**src/rtl/div_pkg.sv**
```systemverilog
`default_nettype none
// ============================================================================
// Module      : div_pkg
// Description : Shared types and helpers for the sequential divider:
//               FSM state encoding and iteration-counter width.
// Revision    : 1.0 - initial release
// ============================================================================
package div_pkg;

    typedef enum logic [1:0] {
        IDLE = 2'd0,
        CALC = 2'd1,
        DONE = 2'd2
    } state_t;

    // Bits needed to count iterations 0..n-1 (never narrower than one bit)
    function automatic int cnt_width(input int n);
        return (n <= 2) ? 1 : $clog2(n);
    endfunction

endpackage
`default_nettype wire

```
**src/rtl/div_step.sv**
```systemverilog
`default_nettype none
// ============================================================================
// Module      : div_step
// Description : One radix-2 restoring iteration. Shifts the next dividend bit
//               into the partial remainder, trial-subtracts the divisor and
//               keeps the difference only when it does not go negative.
// Revision    : 1.0 - initial release
// ============================================================================
module div_step #(
    parameter int N = 8
) (
    input  logic [N:0]   part_rem,
    input  logic         shift_in,
    input  logic [N-1:0] divisor,
    output logic [N:0]   next_rem,
    output logic         q_bit
);

    logic [N+1:0] w_trial;
    logic [N:0]   w_diff;

    // Shift, compare, then restore or keep the difference
    always_comb begin
        w_trial  = {part_rem, shift_in};
        q_bit    = (w_trial >= {2'b00, divisor});
        w_diff   = w_trial[N:0] - {1'b0, divisor};
        next_rem = q_bit ? w_diff : w_trial[N:0];
    end

endmodule
`default_nettype wire

```
**src/rtl/seq_divider.sv**
```systemverilog
`default_nettype none
// ============================================================================
// Module      : seq_divider
// Description : Multi-cycle radix-2 restoring divider, one quotient bit per
//               clock. Results are written on the edge entering DONE; stop
//               pulses one cycle later. Divide-by-zero bypasses iteration.
//               Optional macro SEQ_DIVIDER_SIGNED_EN enables two's-complement
//               operation selected by op_signed.
// Revision    : 1.0 - initial release
// ============================================================================
module seq_divider
    import div_pkg::*;
#(
    parameter int N = 8
) (
    input  logic         clk,
    input  logic         reset_n,
    input  logic         start,
    input  logic         op_signed,
    input  logic [N-1:0] devidend,
    input  logic [N-1:0] devisor,
    output logic         ready,
    output logic [N-1:0] quo,
    output logic [N-1:0] rem,
    output logic         stop,
    output logic         dbz
);

    localparam int CW = cnt_width(N);

    state_t        r_state;
    state_t        w_next;
    logic [CW-1:0] r_cnt;
    logic [N:0]    r_pr;
    logic [N-1:0]  r_aq;
    logic [N-1:0]  r_d;

    logic          w_accept;
    logic          w_last;
    logic [N-1:0]  w_dvd_mag;
    logic [N-1:0]  w_dvs_mag;
    logic [N:0]    w_next_rem;
    logic          w_q_bit;
    logic [N-1:0]  w_q_final;
    logic [N-1:0]  w_quo_fix;
    logic [N-1:0]  w_rem_fix;

`ifdef SEQ_DIVIDER_SIGNED_EN
    logic          r_neg_q;
    logic          r_neg_r;
    logic          w_dvd_neg;
    logic          w_dvs_neg;
`else
    logic          w_unused_sign;
`endif

    assign w_accept  = (r_state == IDLE) && start;
    assign w_last    = (r_cnt == CW'(N - 1));
    assign w_q_final = {r_aq[N-2:0], w_q_bit};

    div_step #(.N(N)) u_step (
        .part_rem (r_pr),
        .shift_in (r_aq[N-1]),
        .divisor  (r_d),
        .next_rem (w_next_rem),
        .q_bit    (w_q_bit)
    );

    // Operand magnitudes at acceptance and sign restoration of the final result
    always_comb begin
`ifdef SEQ_DIVIDER_SIGNED_EN
        w_dvd_neg = op_signed && devidend[N-1];
        w_dvs_neg = op_signed && devisor[N-1];
        w_dvd_mag = w_dvd_neg ? (~devidend + 1'b1) : devidend;
        w_dvs_mag = w_dvs_neg ? (~devisor + 1'b1) : devisor;
        w_quo_fix = r_neg_q ? (~w_q_final + 1'b1) : w_q_final;
        w_rem_fix = r_neg_r ? (~w_next_rem[N-1:0] + 1'b1) : w_next_rem[N-1:0];
`else
        w_unused_sign = op_signed;
        w_dvd_mag     = devidend;
        w_dvs_mag     = devisor;
        w_quo_fix     = w_q_final;
        w_rem_fix     = w_next_rem[N-1:0];
`endif
    end

    // State register
    always_ff @(posedge clk) begin
        if (!reset_n) r_state <= IDLE;
        else          r_state <= w_next;
    end

    // Next-state decode; ready is asserted only while idle
    always_comb begin
        w_next = r_state;
        ready  = 1'b0;
        case (r_state)
            IDLE: begin
                ready = 1'b1;
                if (start) w_next = (devisor == '0) ? DONE : CALC;
            end
            CALC:    if (w_last) w_next = DONE;
            DONE:    w_next = IDLE;
            default: w_next = IDLE;
        endcase
    end

    // Iteration datapath: load magnitudes on acceptance, shift/subtract in CALC
    always_ff @(posedge clk) begin
        if (!reset_n) begin
            r_pr  <= '0;
            r_aq  <= '0;
            r_d   <= '0;
            r_cnt <= '0;
`ifdef SEQ_DIVIDER_SIGNED_EN
            r_neg_q <= 1'b0;
            r_neg_r <= 1'b0;
`endif
        end else if (w_accept) begin
            r_pr  <= '0;
            r_aq  <= w_dvd_mag;
            r_d   <= w_dvs_mag;
            r_cnt <= '0;
`ifdef SEQ_DIVIDER_SIGNED_EN
            r_neg_q <= w_dvd_neg ^ w_dvs_neg;
            r_neg_r <= w_dvd_neg;
`endif
        end else if (r_state == CALC) begin
            r_pr  <= w_next_rem;
            r_aq  <= w_q_final;
            r_cnt <= r_cnt + CW'(1);
        end
    end

    // Result registers change only on the edge entering DONE
    always_ff @(posedge clk) begin
        if (!reset_n) begin
            quo <= '0;
            rem <= '0;
            dbz <= 1'b0;
        end else if (w_accept && (devisor == '0)) begin
            quo <= '1;
            rem <= devidend;
            dbz <= 1'b1;
        end else if ((r_state == CALC) && w_last) begin
            quo <= w_quo_fix;
            rem <= w_rem_fix;
            dbz <= 1'b0;
        end
    end

    // Completion pulse one cycle after DONE; reset suppresses it
    always_ff @(posedge clk) begin
        if (!reset_n) stop <= 1'b0;
        else          stop <= (r_state == DONE);
    end

endmodule
`default_nettype wire

```
**config.mk**
```make
export PLATFORM = sky130hd
export DESIGN_NAME = seq_divider
export DESIGN_NICKNAME = d
export VERILOG_FILES = /design/src/rtl/div_pkg.sv /design/src/rtl/div_step.sv /design/src/rtl/seq_divider.sv
export SDC_FILE = /design/constraint.sdc
export NUM_CORES = 1
export LEC_CHECK = 0
export CORE_MARGIN = 2
export CORE_UTILIZATION = 34
export CTS_BUF_LIST = sky130_fd_sc_hd__clkbuf_8
export CTS_CLUSTER_DIAMETER = 120
export CTS_CLUSTER_SIZE = 25
export DETAILED_ROUTE_END_ITERATION = 6
export GPL_ROUTABILITY_DRIVEN = 1
export HOLD_SLACK_MARGIN = 0.03
export SYNTH_ARGS = -nofsm -noshare
export SYNTH_HDL_FRONTEND = slang
export SYNTH_HIERARCHICAL = 1
export SYNTH_SLANG_ARGS = --single-unit
```
**constraint.sdc**
```tcl
create_clock -name clk -period 2.44 [get_ports clk]
set_input_delay 0.732 -clock clk [delete_from_list [all_inputs] [get_ports clk]]
set_output_delay 0.732 -clock clk [all_outputs]
set_load 0.02 [all_outputs]
```
==> results.py, run 1 <==
metrics = {
    "setup_path": {
        "path_cells": "clkdlybuf4s50_1, or4_1, or3_4, o221ai_1, a21oi_1",
        "worst_setup_path_end_kind": "flip-flop",
        "cp.arrival_ns": 2.50,
        "crit_required_ns": 2.63,
        "crit_path_top_delay_cell": "or4_1",
        "max_stage_delay_ns": 0.59,
        "r2r_start": "r_aq[7]",
        "start_kind": "input port",
        "crit_type": "in -> reg",
        "crit_fanout": 22,
        "startpoint": "devisor[4]",
    },
    "yosys": {
        "synthesis.nets": 328,
        "ys_types": 45,
        "yosysTopAreaCell": "dfxtp_1",
        "synthCells": 297,
        "yosysWarnings": 6,
        "synth_edf_count": 0,
        "ys_seq_elements": 48,
        "syn_area_sq_um": 2350,
        "synth-async-reset-ratio": 0,
        "synth_ff_type": "dfxtp_1",
        "synthTopCellsByArea": "dfxtp_1 41%, nand2_1 13%, a21oi_1 8.5%, ha_1 5.3%, a22oi_1 3.5%",
        "synth_area_per_cell_sq_um": 7.93,
        "ys_seq_area_frac": 0.408,
        "synth_top_area_frac": 0.408,
    },
    "clocking": {
        "clk_latency_ns": 0.30,
        "cts_buffers": 5,
        "cts_hold_buf": 0,
        "cts_sinks": 48,
        "cts.clk_slew.worst_paths_ns": 0.10,
        "cts_max_path_buffers": 2,
        "cts-root-buf": "clkbuf_8",
        "cts_tree": "built",
        "htree_levels": 2,
    },
    "timing": {
        "finalWorstSetupSlack_ns": 0.135,
        "rsz0062_at_grt": "true",
        "finClkSkew_ns": 0.0112,
        "finalSetupTns_ns": 0,
        "max_slew_margin": 0.602,
        "worst_slew_pin_slew_ns": 0.595,
        "fin_crit_ns": 2.30,
        "report.final.slew_viol_count": 0,
        "fmax_ghz": 0.434,
        "finalCritPeriodShare": 0.944,
        "setup_viol": 0,
        "final_hold_viol_count": 0,
    },
    "drt": {
        "num_vias": 2183,
        "post-route-drc-count": 0,
        "wl_per_cell_um": 13.1,
        "via_per_inst": 5.04,
        "drtIter0Drc": 122,
        "wl_um": 5690,
        "ant_nets": 0,
        "firstDrtPassIters": 4,
    },
    "final_layout": {
        "fin_util": 0.454,
        "final_cell_mix": "82 x nand2_1, 48 x dfxtp_1, 39 x a21oi_1, 37 x clkdlybuf4s50_1, 26 x buf_4",
        "finalNonFillerCells": 433,
        "syn2layout_area_growth_pct": 30.4,
        "drive_gt1_frac": 0.139,
        "nets": 383,
        "final_common_cell": "nand2_1",
        "n_antenna_cell": 0,
    },
    "global_route": {
        "use_met2": 0.262,
        "grt_first_pass_wirelength_um": 9740,
        "grt_usage": 0.161,
        "grt_use_met3": 0.0246,
        "antenna_found_initial": 0,
        "grt_overflow": 0,
        "grt_pass1_vias": 2066,
        "grt_use_met1": 0.220,
        "grt_max_degree": 28,
        "busiest_layer": "met2",
    },
    "flow_run": {
        "cap_viol_max_count": 0,
    },
    "power": {
        "power_density_nw_per_um2": 612,
        "vdd_drop_max_uv": 393,
        "finalPower_mw": 1.88,
        "p_leak_nw": 1.10,
    },
    "hold_path": {
        "min_from": "r_pr[8]",
        "hold_path_class": "reg -> reg",
    },
    "placed_design": {
        "dp_slack_ns": -0.204,
        "gp_congestion": 0.822,
        "port-buffer-count": 37,
        "dp.cells": 423,
        "place.detailed.hpwl_um": 4290,
    },
    "die": {
        "ioPinCount": 39,
        "die_x_um": 87.2,
        "rows": 30,
        "die_area_sq_um": 7610,
        "core_area_sq_um": 6760,
        "die_h_um": 87.2,
        "initial_utilization": 0.349,
    },
    "outcome": {
        "status": "completed",
    },
}
-- critical path: cells and delay by family --
family	cells	cell delay, ns
and+or+nand+nor	2	1.07
AOI/OAI and AO/OA	2	0.28
buffers and inverters	1	0.41
-- logic make-up (layout without fill, tap and decap cells) --
kind of cell / after synthesis / in the layout / synth area share
adder cells (fa/ha/maj): 11 / 11 / 0.0616
flip-flops: 48 / 48 / 0.408
multiplexers: 3 / 3 / 0.0133
AO/OA/AOI/OAI: 80 / 80 / 0.208
AND/OR/NAND/NOR: 124 / 124 / 0.243
XOR/XNOR: 4 / 4 / 0.0149
buffers and inverters: 27 / 83 / 0.0510
-- metrics by stage --
stage | area (sq um) | hold slack (ns)
floorplan | 2350 | 0.433
global route | 3070 | 0.477
global placement | 2930 | 0.442
finish | 3070 | 0.456
detailed placement | 2930 | 0.447
CTS | 3050 | 0.460
-- area by class of cell --
type | count | area, sq um
multi-input cells | 222 | 1300
fillers | 698 | 3690
flip-flops and latches | 48 | 961
well taps | 80 | 100
clock inverters | 2 | 15.0
clock buffers | 6 | 82.6
repair buffers | 63 | 566
inverters | 12 | 45.0
-- synthesized netlist by cell type (all sizes together) (2+ instances only) --
master and instances:
nand2 82, dfxtp 48, a21oi 41, nor2 14
a22oi 11, inv 11, clkbuf 10, ha 10
a31oi 8, o21ai 6, buf 5, a311oi 4
nand3 4, nor3 4, nand2b 3, nor2b 3
nor3b 3, a21boi 2, mux2i 2, nand4 2
nand4b 2, o31ai 2, or4 2, xnor2 2
xor2 2
-- timing repair --
action / in CTS / in global routing
gates resized for setup: 3 / 10
endpoints found under the setup margin: 2 / 12
pin swaps: 0 / 5
setup buffers: 1 / 1
-- report_power, final --
part / internal (mW) / total (mW) / switching (mW)
registers: 0.815 / 0.840 / 0.0251
clock network: 0.230 / 0.503 / 0.273
logic: 0.258 / 0.538 / 0.280
-- state kept, by name, summed over array words and instances, names as in the netlist, 2 cells and up --
name / count
quo: 8
r_aq: 8
r_pr: 9
r_d: 8
rem: 8
r_state: 2
r_cnt: 3
-- routing by layer --
metal / up-vias / wire length, um
li1: 1143 / -
met1: 1003 / 2720
met2: 33 / 2720
met3: 4 / 167
met4: 0 / 74
met5: - / 0
-- worst paths after layout --
path / cells past startpoint / endpoint / slack, ns
worst min-delay path: 2 / r_pr[8] / 0.46
worst max register to register: 11 / rem[0] / 0.15
worst max-delay path: 5 / rem[3] / 0.14
worst min register to register: 2 / r_pr[8] / 0.46
(Power assumes the default switching activity.)
==> inputs of run 2 (changes only) <==
--- a/config.mk
+++ b/config.mk
@@ -12,6 +12,7 @@
 export CTS_CLUSTER_SIZE = 25
 export DETAILED_ROUTE_END_ITERATION = 6
 export GPL_ROUTABILITY_DRIVEN = 1
+export GPL_TIMING_DRIVEN = 0
 export HOLD_SLACK_MARGIN = 0.03
 export SYNTH_ARGS = -nofsm -noshare
 export SYNTH_HDL_FRONTEND = slang
==> run 2 against run 1 <==
Against the previous run: utilization shrank 0.19 points; power is 1.2% higher; routed wire length up 9.4%; non-clock buffer count down 7; cell count down 1.6%; setup slack worse by 0.061 ns; critical path depth up 5; first-iteration DRC count shrank 33%; global-route usage up 0.57 points; sequential power hardly changed; clock-buffer cell count fell by 1; sequential share of layout area grew 0.21 points; critical path type is now reg -> reg.
==> results.py, run 2 (synthesis gave the netlist of run 1 again) <==
metrics = {
    "timing": {
        "rsz0062_at_grt": "true",
        "fmax_ghz": 0.423,
        "fin_crit_ns": 2.37,
        "holdWs_ns": 0.459,
        "setup_viol": 0,
        "report.final.slew_viol_count": 0,
        "max_slew_margin": 0.627,
        "final_hold_viol_count": 0,
        "worst_slew_pin_slew_ns": 0.559,
        "finClkSkew_ns": 0.00855,
        "finalCritPeriodShare": 0.969,
    },
    "final_layout": {
        "n_antenna_cell": 0,
        "fin_area_sq_um": 3060,
        "largest_reg_flops": 9,
        "nets": 376,
        "drive_gt1_frac": 0.136,
        "largest-register": "r_pr",
        "final_common_cell": "nand2_1",
        "syn2layout_area_growth_pct": 29.9,
        "final_cell_mix": "82 x nand2_1, 46 x dfxtp_1, 39 x a21oi_1, 37 x clkdlybuf4s50_1, 14 x nor2_1",
        "fin_util": 0.453,
    },
    "setup_path": {
        "startpoint": "r_d[6]",
        "worst_setup_path_end_kind": "flip-flop",
        "cp.arrival_ns": 2.59,
        "crit_fanout": 7,
        "crit_type": "reg -> reg",
        "r2r_start": "r_d[6]",
        "start_kind": "flip-flop",
        "crit_required_ns": 2.66,
    },
    "clocking": {
        "cts-root-buf": "clkbuf_8",
        "cts_max_path_buffers": 2,
        "htree_levels": 2,
        "cts_sinks": 48,
        "cts_tree": "built",
        "clk_latency_ns": 0.31,
        "cts_buffers": 5,
        "cts.clk_slew.worst_paths_ns": 0.09,
    },
    "placed_design": {
        "place.detailed.hpwl_um": 4610,
        "gp_congestion": 0.789,
        "port-buffer-count": 37,
        "place_area_sq_um": 2830,
    },
    "power": {
        "p_leak_nw": 1.05,
        "power_density_nw_per_um2": 622,
        "vdd_drop_max_uv": 349,
        "seq_power_share": 0.442,
        "clkPwrFrac": 0.251,
        "switching_share": 0.326,
        "finalPower_mw": 1.90,
        "pwr-share-comb": 0.307,
        "internal_power_mw": 1.28,
        "p_switching_mw": 0.621,
    },
    "global_route": {
        "grt_pass1_vias": 2037,
        "grt_first_pass_wirelength_um": 9870,
        "grt_max_degree": 16,
        "grt_overflow": 0,
        "grt_usage": 0.167,
        "antenna_found_initial": 0,
    },
    "die": {
        "initial_utilization": 0.349,
        "die_area_sq_um": 7610,
        "ioPinCount": 39,
        "die_h_um": 87.2,
        "rows": 30,
        "die_x_um": 87.2,
        "core_area_sq_um": 6760,
    },
    "outcome": {
        "status": "completed",
    },
    "drt": {
        "firstDrtPassIters": 5,
        "ant_nets": 0,
        "wl_um": 6220,
        "num_vias": 2215,
        "drtIter0Drc": 82,
        "via_per_inst": 5.20,
        "wl_per_cell_um": 14.6,
        "post-route-drc-count": 0,
    },
    "flow_run": {
        "cap_viol_max_count": 0,
    },
    "hold_path": {
        "hold_path_class": "reg -> reg",
        "min_from": "r_pr[8]",
    },
}
[run 2: layout make-up]
| cell class | instances | area (sq um) |
|---|---|---|
| fill | 707 | 3700 |
| multi-input combinational | 222 | 1390 |
| sequential | 48 | 963 |
| timing repair buffer | 41 | 400 |
| tap | 80 | 100 |
| buffer | 15 | 76.3 |
| clock buffer | 5 | 68.8 |
| inverter | 12 | 45.0 |
| clock inverter | 3 | 18.8 |
[run 2: worst paths after layout]
kind,endpoint,slack [ns],cells past startpoint
worst max-delay path,rem[6],0.07,10
worst min-delay path,r_pr[8],0.46,2
worst max register to register,rem[6],0.07,10
worst min register to register,r_pr[8],0.46,2
[run 2: power by group through the flow]
stage,clock (mW),sequential [mW],combinational [mW]
after global placement,0,0.856,0.472
after detailed placement,0,0.857,0.473
final,0.478,0.841,0.584
after floorplan,0,0.851,0.340
after CTS,0.490,0.839,0.502
after global routing,0.532,0.846,0.635
[run 2: critical path, stage by stage, from the launching register on]
cell and delay, ns:
dfxtp_1 0.36, inv_1 0.07, ha_2 0.39, nand4_1 0.21
o21bai_2 0.24, nor4b_4 0.09, buf_4 0.17, buf_4 0.13
o31ai_2 0.30, nand2_1 0.10, a311oi_2 0.23
[run 2: through the flow]
stage	setup WS (ns)	TNS (ns)	cells
2_1_floorplan	0.181	0	297
3_3_place_gp	-0.294	-5.73	414
3_5_place_dp	-0.307	-6.16	414
4_1_cts	0.00115	0	424
5_1_grt	-0.0240	-0.0380	426
6_report	0.0747	0	426
[run 2: timing repair]
action,CTS,global route
gates cloned,0,1
pin swaps,2,8
setup endpoints to repair,7,20
setup buffers,2,1
hold buffers,0,0
endpoints found under the hold margin,0,0
resized for setup,1,29
[run 2: per-layer routing]
| metal | share of wire | track usage |
|---|---|---|
| met3 | 0.042 | 0.0284 |
| met2 | 0.46 | 0.264 |
| met4 | 0.016 | 0.0685 |
| met1 | 0.49 | 0.225 |
| met5 | 0 | 0 |
